--- config.mk ---
export PLATFORM = sky130hd
export DESIGN_NAME = mio_access_unit
export DESIGN_NICKNAME = d
export VERILOG_FILES = /design/src/rtl/mio_pkg.sv /design/src/rtl/mio_wait_cnt.sv /design/src/rtl/mio_access_unit.sv
export SDC_FILE = /design/constraint.sdc
export NUM_CORES = 1
export LEC_CHECK = 0
export ABC_AREA = 1
export CAP_MARGIN = 15
export CORE_MARGIN = 8
export CORE_UTILIZATION = 36
export CTS_BUF_LIST = sky130_fd_sc_hd__clkbuf_8 sky130_fd_sc_hd__clkbuf_16
export DETAILED_ROUTE_END_ITERATION = 10
export PLACE_DENSITY_LB_ADDON = 0.2
export SLEW_MARGIN = 20
export SYNTH_ARGS = -nofsm -noshare
export SYNTH_HDL_FRONTEND = slang
export SYNTH_SLANG_ARGS = --single-unit
--- constraint.sdc ---
create_clock -name clk -period 3.95 [get_ports clk]
set_input_delay 1.185 -clock clk [delete_from_list [all_inputs] [get_ports clk]]
set_output_delay 1.185 -clock clk [all_outputs]
set_load 0.1 [all_outputs]
--- src/rtl/mio_pkg.sv ---
// Shared types and constants for the memory/IO access sequencer.
package mio_pkg;

    typedef enum logic [1:0] {
        IDLE    = 2'd0,
        RAM_ACC = 2'd1,
        IO_REQ  = 2'd2,
        DONE    = 2'd3
    } mio_state_t;

    localparam logic [3:0]  IO_BASE_DEFAULT = 4'hF;
    localparam logic [31:0] BUS_ERR_DATA    = 32'hDEAD_BEEF;

endpackage

--- src/rtl/mio_wait_cnt.sv ---
// Loadable down-counter with a zero flag; holds at zero instead of wrapping.
module mio_wait_cnt #(
    parameter int W = 4
) (
    input  logic         clk,
    input  logic         reset,
    input  logic         load,
    input  logic [W-1:0] load_val,
    input  logic         dec,
    output logic         zero
);

    logic [W-1:0] count;

    // NOTE: sequential state uses non-blocking assignments so every flop samples pre-edge values.
    always_ff @(posedge clk or posedge reset) begin
        if (reset)
            count <= '0;
        else if (load)
            count <= load_val;
        else if (dec && count != '0)
            count <= count - 1'b1;
    end

    assign zero = (count == '0);

endmodule

--- src/rtl/mio_access_unit.sv ---
// Memory/IO access sequencer producing MIO_ready for the multicycle control FSM.
// Optional IO ack timeout with sticky bus_err when MIO_TIMEOUT_EN is defined.
import mio_pkg::*;

module mio_access_unit #(
    parameter int         RAM_LAT = 2,
    parameter int         RAM_AW  = 10,
    parameter logic [3:0] IO_BASE = IO_BASE_DEFAULT,
    parameter int         TIMEOUT = 16
) (
    input  logic              clk,
    input  logic              reset,
    input  logic              MemRead,
    input  logic              MemWrite,
    input  logic [31:0]       addr,
    input  logic [31:0]       wdata,
    output logic [31:0]       rdata,
    output logic              MIO_ready,
    output logic              busy,
    output logic              ram_en,
    output logic              ram_we,
    output logic [RAM_AW-1:0] ram_addr,
    output logic [31:0]       ram_wdata,
    input  logic [31:0]       ram_rdata,
    output logic              io_req,
    output logic              io_we,
    output logic [31:0]       io_addr,
    output logic [31:0]       io_wdata,
    input  logic [31:0]       io_rdata,
    input  logic              io_ack,
    output logic              bus_err
);

`ifdef MIO_TIMEOUT_EN
    localparam int CNT_W = 8;
`else
    localparam int CNT_W = 4;
`endif

    mio_state_t       state;
    logic             we_q;
    logic             req;
    logic             is_io;
    logic             cnt_load;
    logic             cnt_dec;
    logic [CNT_W-1:0] cnt_load_val;
    logic             cnt_zero;

    assign req   = MemRead | MemWrite;
    assign is_io = (addr[31:28] == IO_BASE);
    assign busy  = (state != IDLE);

    // Counter is loaded with LAT-1 so its zero flag marks the final wait cycle.
    // NOTE: every always_comb output gets a default first so no latch is inferred.
    always_comb begin
        cnt_load     = 1'b0;
        cnt_dec      = 1'b0;
        cnt_load_val = CNT_W'(RAM_LAT - 1);
        if (state == IDLE && req) begin
            cnt_load = 1'b1;
`ifdef MIO_TIMEOUT_EN
            if (is_io)
                cnt_load_val = CNT_W'(TIMEOUT - 1);
`endif
        end
        if (state == RAM_ACC)
            cnt_dec = 1'b1;
`ifdef MIO_TIMEOUT_EN
        if (state == IO_REQ)
            cnt_dec = 1'b1;
`endif
    end

    mio_wait_cnt #(.W(CNT_W)) u_wait_cnt (
        .clk      (clk),
        .reset    (reset),
        .load     (cnt_load),
        .load_val (cnt_load_val),
        .dec      (cnt_dec),
        .zero     (cnt_zero)
    );

    always_ff @(posedge clk or posedge reset) begin
        if (reset) begin
            state     <= IDLE;
            we_q      <= 1'b0;
            rdata     <= '0;
            MIO_ready <= 1'b0;
            ram_en    <= 1'b0;
            ram_we    <= 1'b0;
            ram_addr  <= '0;
            ram_wdata <= '0;
            io_req    <= 1'b0;
            io_we     <= 1'b0;
            io_addr   <= '0;
            io_wdata  <= '0;
        end else begin
            MIO_ready <= 1'b0;
            case (state)
                IDLE: begin
                    if (req) begin
                        we_q      <= MemWrite;
                        ram_addr  <= addr[RAM_AW+1:2];
                        ram_wdata <= wdata;
                        io_addr   <= addr;
                        io_wdata  <= wdata;
                        if (is_io) begin
                            state  <= IO_REQ;
                            io_req <= 1'b1;
                            io_we  <= MemWrite;
                        end else begin
                            state  <= RAM_ACC;
                            ram_en <= 1'b1;
                            ram_we <= MemWrite;
                        end
                    end
                end
                RAM_ACC: begin
                    if (cnt_zero) begin
                        if (!we_q)
                            rdata <= ram_rdata;
                        ram_en    <= 1'b0;
                        ram_we    <= 1'b0;
                        MIO_ready <= 1'b1;
                        state     <= DONE;
                    end
                end
                IO_REQ: begin
                    // An ack arriving in the expiry cycle takes priority over the timeout.
                    if (io_ack) begin
                        if (!we_q)
                            rdata <= io_rdata;
                        io_req    <= 1'b0;
                        io_we     <= 1'b0;
                        MIO_ready <= 1'b1;
                        state     <= DONE;
                    end
`ifdef MIO_TIMEOUT_EN
                    else if (cnt_zero) begin
                        rdata     <= BUS_ERR_DATA;
                        io_req    <= 1'b0;
                        io_we     <= 1'b0;
                        MIO_ready <= 1'b1;
                        state     <= DONE;
                    end
`endif
                end
                DONE:    state <= IDLE;
                default: state <= IDLE;
            endcase
        end
    end

`ifdef MIO_TIMEOUT_EN
    always_ff @(posedge clk or posedge reset) begin
        if (reset)
            bus_err <= 1'b0;
        else if (state == IO_REQ && !io_ack && cnt_zero)
            bus_err <= 1'b1;
    end
`else
    assign bus_err = 1'b0;
`endif

endmodule
==> results.toml, run 1 <==
[synth]
synthesis.area_sq_um = 5151
synthCells = 654
synth_top_area_share_pct = 52.47
syn_nets = 794
yosysMostFrequentCell = "nand2_1"
synth_area_leaders = "dfrtp_1, nand2_1, buf_4"
yosys_most_used_dff = "dfrtp_1"
ys_types = 22
avgSynthCellArea_sq_um = 7.876
synth_top_cell_by_area = "dfrtp_1"
ys_ff_latch = 108
synth-seq-area-share_pct = 52.47
async_flop_share_pct = 100.0
netlist_top_cells_count = "nand2_1, dfrtp_1, buf_4"
synth_edf_count = 0
ys_warn_count = 0

[drt]
dr.pass1.iters = 4
vias_per_cell = 4.526
routed_wl_um = 16180
wl_per_cell_um = 15.31
drc = 0
ant_nets = 0
vias = 4784
drt_iter0_drc = 253

[clocking]
clk_path_buf_depth = 2
clock-root-buffer = "clkbuf_16"
clk_latency_ns = 0.33
cts_tree = "built"
clkTransAtPathRegs_ns = 0.07
cts_setup_buffers = 0
htree_num_levels = 3
cts_buffers = 9
cts_hold_buf = 0
cts_resized = 0
cts_sinks = 108

[hold_path]
hold_path_class = "reg2reg"

[placement]
numPortBuffers = 276
place_congestion = 0.7801
hpwl_um = 12370

[sta]
setup_violations = 0
hold_violations = 0
worst_slew_pin_slew_ns = 1.023
rsz0062_at_grt = "no"
fin_skew_ns = 0.005385
slew_violations = 0
setup_tns_ns = 0
slew_headroom_pct = 31.57
period_needed_ns = 3.095
period_share_pct = 78.36
max_freq_ghz = 0.3231

[floorplanning]
core-area_sq_um = 13930
io_pins = 278
die-area_sq_um = 18390
die_y_um = 135.6
start_util_pct = 36.97
rows = 43
die_x_um = 135.6

[worst_setup_path]
worst_path_max_delay_cell = "clkdlybuf4s50_1"
path_cells = "clkdlybuf4s50_1"
worstPathMaxFanout = 3
cp_slowest_stage_delay_ns = 1.17
cp_data_arrival_time_ns = 1.91
cp.required_ns = 2.76
critPathCaptureType = "output pin"
cp.buffers_inverters = 1
start_kind = "register"
crit_type = "reg2out"
critPathTopFamily = "buffers and inverters"

[global_routing]
grt_pass1_vias = 4904
track_usage_pct = 17.15
grt_max_degree = 109
overflow = 0
antenna_found_initial = 0
grt_first_pass_wirelength_um = 25270

[outcome]
status = "finished clean"

[layout]
areaGrowthSynthToFinish_pct = 53.39
nNetsFinal = 1013
antenna_cells = 0
drive_gt1_share_pct = 8.210

[job]
cap_violations = 0
[state kept, by name, indices dropped and copies added (netlist names), 2 cells and up]
name              flops
io_wdata             32
rdata                32
io_addr              23
ram_addr              9
u_wait_cnt.count      4
state                 2
[layout make-up]
type | instances | area (sq um)
inverters | 17 | 67.56
flip-flops and latches | 108 | 2703
clock buffers | 9 | 225.2
multi-input cells | 456 | 1884
well taps | 180 | 225.2
fillers | 1249 | 6033
clock inverters | 6 | 81.33
repair buffers | 281 | 2715
[tightest hold or removal path: cells and delay by family (launching register included)]
| family | cells | cell delay [ns] |
|---|---|---|
| simple gates | 2 | 0.09 |
| flops | 1 | 0.34 |
[through the flow]
step                hold slack (ns)  worst slack, ns  cells  cell area [sq um]  util [%]
floorplan                    0.4535            1.425    654               5155         -
detailed placement           0.4577           0.7328   1042               7595     54.50
global placement             0.4553           0.7568   1042               7595     54.50
global route                 0.4989           0.7286   1057               7901     56.70
finish                       0.4726           0.8546   1057               7901     56.70
CTS                          0.4769           0.8326   1057               7901     56.70
[worst paths after layout]
path                             startpoint           end  slack, ns  cells after the start
max in group asynchronous             reset      rdata[8]       2.11                      3
worst max-delay path            ram_addr[5]    io_addr[7]       0.85                      1
min in group asynchronous             reset  io_wdata[23]       1.35                      3
worst min-delay path               rdata[2]      rdata[2]       0.47                      2
worst min register to register     rdata[2]      rdata[2]       0.47                      2
worst max register to register     state[0]         io_we       1.13                      7
[layout by cell type, fill, tap and decap left out]
| cell type | instances |
|---|---|
| clkdlybuf4s50_1 | 232 |
| clkbuf_16 | 9 |
| nor2_1 | 6 |
| dfrtp_1 | 108 |
| clkinvlp_4 | 2 |
| nand4_1 | 4 |
| nor2_4 | 1 |
| ha_1 | 7 |
| clkinv_1 | 1 |
| xor2_1 | 1 |
| nand2_1 | 379 |
| conb_1 | 1 |
| a21boi_0 | 2 |
| buf_12 | 2 |
| nand2_4 | 1 |
| nand3_1 | 40 |
| bufinv_16 | 2 |
| clkinv_2 | 2 |
| buf_4 | 47 |
| inv_2 | 3 |
| a21oi_1 | 1 |
| nand2_2 | 3 |
| o21a_1 | 1 |
| inv_1 | 13 |
| o21ai_0 | 3 |
| o21ai_1 | 6 |
[cell families after synthesis]
logic type / Yosys count / share of synthesized area, %
simple gates: 434 / 33.18
flops: 108 / 52.47
buf+inv: 90 / 11.00
compound gates: 13 / 1.409
fa+ha+maj: 7 / 1.700
xor+xnor: 1 / 0.1701
other cells: 1 / 0.07280
[layer usage]
layer	GRT usage (%)	vias to the layer above	share of wire (%)
met4	4.318	0	1.1
li1	-	2388	-
met1	18.95	2208	39
met3	5.972	11	9.1
met2	30.63	177	51
met5	0	-	0
Power of run 1 is not shown: default switching activity piles up to over one toggle a cycle in this logic, so the estimate is an artifact.
==> run 2: changes to the inputs <==
clock period = 2.5 ns   (was 3.95 ns; I/O delays follow)
==> results.toml, run 2 (synthesis results as in run 1) <==
[outcome]
status = "finished clean"

[hold_path]
hold_path_class = "reg2reg"

[clocking]
cts_hold_buf = 0
cts_tree = "built"
cts_sinks = 108
clk_latency_ns = 0.35
clock-root-buffer = "clkbuf_16"
cts_buffers = 9
htree_num_levels = 3
cts_resized = 0
clk_path_buf_depth = 2
cts_setup_buffers = 0
clkTransAtPathRegs_ns = 0.07

[global_routing]
grt_pass1_vias = 4964
antenna_found_initial = 0
track_usage_pct = 16.91
grt_first_pass_wirelength_um = 24940
overflow = 0
grt_max_degree = 84

[drt]
vias_per_cell = 4.517
drt_iter0_drc = 226
ant_nets = 0
vias = 4806
routed_wl_um = 15930
drc = 0
dr.pass1.iters = 5
wl_per_cell_um = 14.97

[floorplanning]
start_util_pct = 36.97
core-area_sq_um = 13930
rows = 43
io_pins = 278
die_x_um = 135.6
die_y_um = 135.6
die-area_sq_um = 18390

[layout]
drive_gt1_share_pct = 20.25
final_cell_mix = "nand2_1, buf_4, clkdlybuf4s50_1, dfrtp_1, nand3_1"
postLayoutCoreUtil_pct = 55.22
top_regs = "io_wdata (32), rdata (32), io_addr (23)"
seq_area_sq_um = 2703
antenna_cells = 0
areaGrowthSynthToFinish_pct = 49.38
multi_input_area_sq_um = 1884
nNetsFinal = 1019
fill_cells = 1283
final_common_cell = "nand2_1"

[sta]
slew_violations = 0
hold_violations = 0
period_share_pct = 91.12
rsz0062_at_grt = "no"
fin_skew_ns = 0.005713
setup_violations = 0
period_needed_ns = 2.278
setup_tns_ns = 0
max_freq_ghz = 0.4390

[worst_setup_path]
worstPathMaxFanout = 5
start_kind = "register"
cp.required_ns = 1.75
critPathCaptureType = "output pin"
crit_type = "reg2out"
cp_data_arrival_time_ns = 1.53

[placement]
hpwl_um = 12490
place_congestion = 0.7909
numPortBuffers = 276

[job]
cap_violations = 0
## run 2: cell types whose count changed in the layout (fill, tap and decap cells not counted), sizes merged
cell           delta
clkdlybuf4s50   -100
inv               +1
clkinvlp          +1
bufinv            -2
buf             +106
clkbuf            +1
## run 2: worst max-delay path, stage by stage (launching register included)
cell and delay (ns):
dfrtp_1 0.40, inv_1 0.10, ha_1 0.25, inv_1 0.21
buf_12 0.21
## run 2: worst paths after layout
| check | slack, ns | depth (start not counted) | endpoint | start |
|---|---|---|---|---|
| worst max-delay path | 0.22 | 4 | busy | state[0] |
| worst min-delay path | 0.47 | 2 | ram_en | ram_en |
| worst max register to register | 0.66 | 7 | rdata[2] | state[1] |
| worst min register to register | 0.47 | 2 | ram_en | ram_en |
| max in group asynchronous | 1.26 | 3 | io_addr[26] | reset |
| min in group asynchronous | 0.85 | 3 | io_wdata[29] | reset |
## run 2: routing by layer
metal / vias up / wire length (um) / track usage, %
li1: 2402 / - / -
met1: 2216 / 6004 / 17.68
met2: 176 / 8252 / 30.85
met3: 12 / 1510 / 6.639
met4: 0 / 158 / 4.257
met5: - / 0 / 0
## run 2: cell type report
type	count	area share (%)
repair buffers	287	32.94
inverters	17	0.8780
well taps	180	2.927
multi-input cells	456	24.49
clock buffers	10	3.106
clock inverters	6	0.5366
flip-flops and latches	108	35.12
## run 2: stage by stage
stage	instance area, sq um	std cells	worst slack, ns	hold WS (ns)
2_1_floorplan	5155	654	0.4101	0.4535
3_3_place_gp	7415	1048	0.2180	0.4567
3_5_place_dp	7415	1048	0.1745	0.4612
4_1_cts	7695	1064	0.2034	0.4785
5_1_grt	7695	1064	0.1533	0.4907
6_report	7695	1064	0.2220	0.4699
Power of run 2 is left out for the same reason.
==> run 3: changes to the inputs <==
clock period = 1.9 ns   (was 2.5 ns; I/O delays follow)
==> results.toml, run 3 (synthesis results as in run 1) <==
[layout]
final_common_cell = "nand2_1"
nNetsFinal = 1026
fill_cells = 1018
drive_gt1_share_pct = 21.32
areaGrowthSynthToFinish_pct = 86.67
antenna_cells = 0
final_cell_mix = "nand2_1, buf_12, clkdlybuf4s50_1, dfrtp_1, nand3_1"
top_regs = "io_wdata (32), rdata (32), io_addr (23)"

[drt]
drc = 0
drt_iter0_drc = 185
ant_nets = 0
dr.pass1.iters = 4
wl_per_cell_um = 15.98
vias = 4887
vias_per_cell = 4.563
routed_wl_um = 17120

[floorplanning]
die-area_sq_um = 18390
core-area_sq_um = 13930
start_util_pct = 36.97
die_y_um = 135.6
die_x_um = 135.6
rows = 43
io_pins = 278

[global_routing]
grt_pass1_vias = 5337
grt_max_degree = 86
overflow = 0
grt_first_pass_wirelength_um = 27280
antenna_found_initial = 0
track_usage_pct = 18.61

[clocking]
cts_tree = "built"
htree_num_levels = 3
cts_buffers = 9
clkTransAtPathRegs_ns = 0.07
clk_latency_ns = 0.34
cts_sinks = 108
clk_path_buf_depth = 2
clock-root-buffer = "clkbuf_16"

[worst_setup_path]
critPathCaptureType = "output pin"
cp_data_arrival_time_ns = 1.28
cp.required_ns = 1.33
crit_type = "reg2out"
worstPathMaxFanout = 3
start_kind = "register"

[placement]
hpwl_um = 13650
numPortBuffers = 276
place_congestion = 0.8072

[sta]
setup_violations = 0
period_share_pct = 97.59
rsz0062_at_grt = "no"
fin_skew_ns = 0.005994
max_freq_ghz = 0.5393
hold_violations = 0
period_needed_ns = 1.854
whs_ns = 0.5029
slew_violations = 0

[outcome]
status = "finished clean"

[job]
cap_violations = 0

[hold_path]
hold_path_class = "reg2reg"
-- run 3: changes by cell type in the layout (fill, tap and decap cells not counted) --
cell / before / now
buf_12: 4 / 149
buf_4: 151 / 13
inv_1: 14 / 11
bufinv_16: 0 / 2
clkinv_2: 1 / 3
clkinv_4: 2 / 0
inv_2: 3 / 5
clkinvlp_4: 3 / 2
ha_1: 7 / 6
ha_4: 0 / 1
-- run 3: layout make-up --
cell class	instances	area [sq um]	area share, %
clock buffers	10	239.0	2.485
clock inverters	6	78.83	0.8198
inverters	17	71.32	0.7417
multi-input cells	456	1897	19.73
flip-flops and latches	108	2703	28.11
well taps	180	225.2	2.342
repair buffers	294	4402	45.78
-- run 3: routing by layer --
metal	vias up	part of all wire (%)	global-route usage, %
li1	2413	-	-
met1	2253	36	19.04
met2	201	53	34.44
met3	20	9.4	6.491
met4	0	1.7	6.107
met5	-	0	0
-- run 3: stage by stage --
step,instances,TNS [ns],utilization (%),instance area [sq um],setup slack (ns)
floorplan,654,-0.4174,-,5159,-0.009937
global placement,1052,-0.03102,66.47,9263,-0.008415
global route,1071,0,69.00,9615,0.01518
finish,1071,0,69.00,9615,0.04571
detailed placement,1052,-0.9839,66.47,9263,-0.04879
CTS,1070,0,68.95,9608,0.01769
-- run 3: path summary, 6_finish.rpt --
path,cells after the start,from,endpoint,slack [ns]
min,2,we_q,we_q,0.50
max in group asynchronous,3,reset,io_wdata[3],0.82
max,4,state[0],busy,0.05
max reg2reg,7,state[0],rdata[30],0.24
min reg2reg,2,we_q,we_q,0.50
min in group asynchronous,3,reset,io_wdata[24],0.68
-- run 3: repair_timing --
action                     4_1_cts  5_1_grt
hold buffers                     0        0
setup endpoints to repair        1        1
gates resized for setup          4        0
setup buffers                    2        1
-- run 3: worst max-delay path, cell delays in order, from the launching register on --
cell        delay [ns]
dfrtp_1           0.40
inv_2             0.10
ha_4              0.16
clkinvlp_4        0.11
buf_12            0.17
Power of run 3 is left out for the same reason.
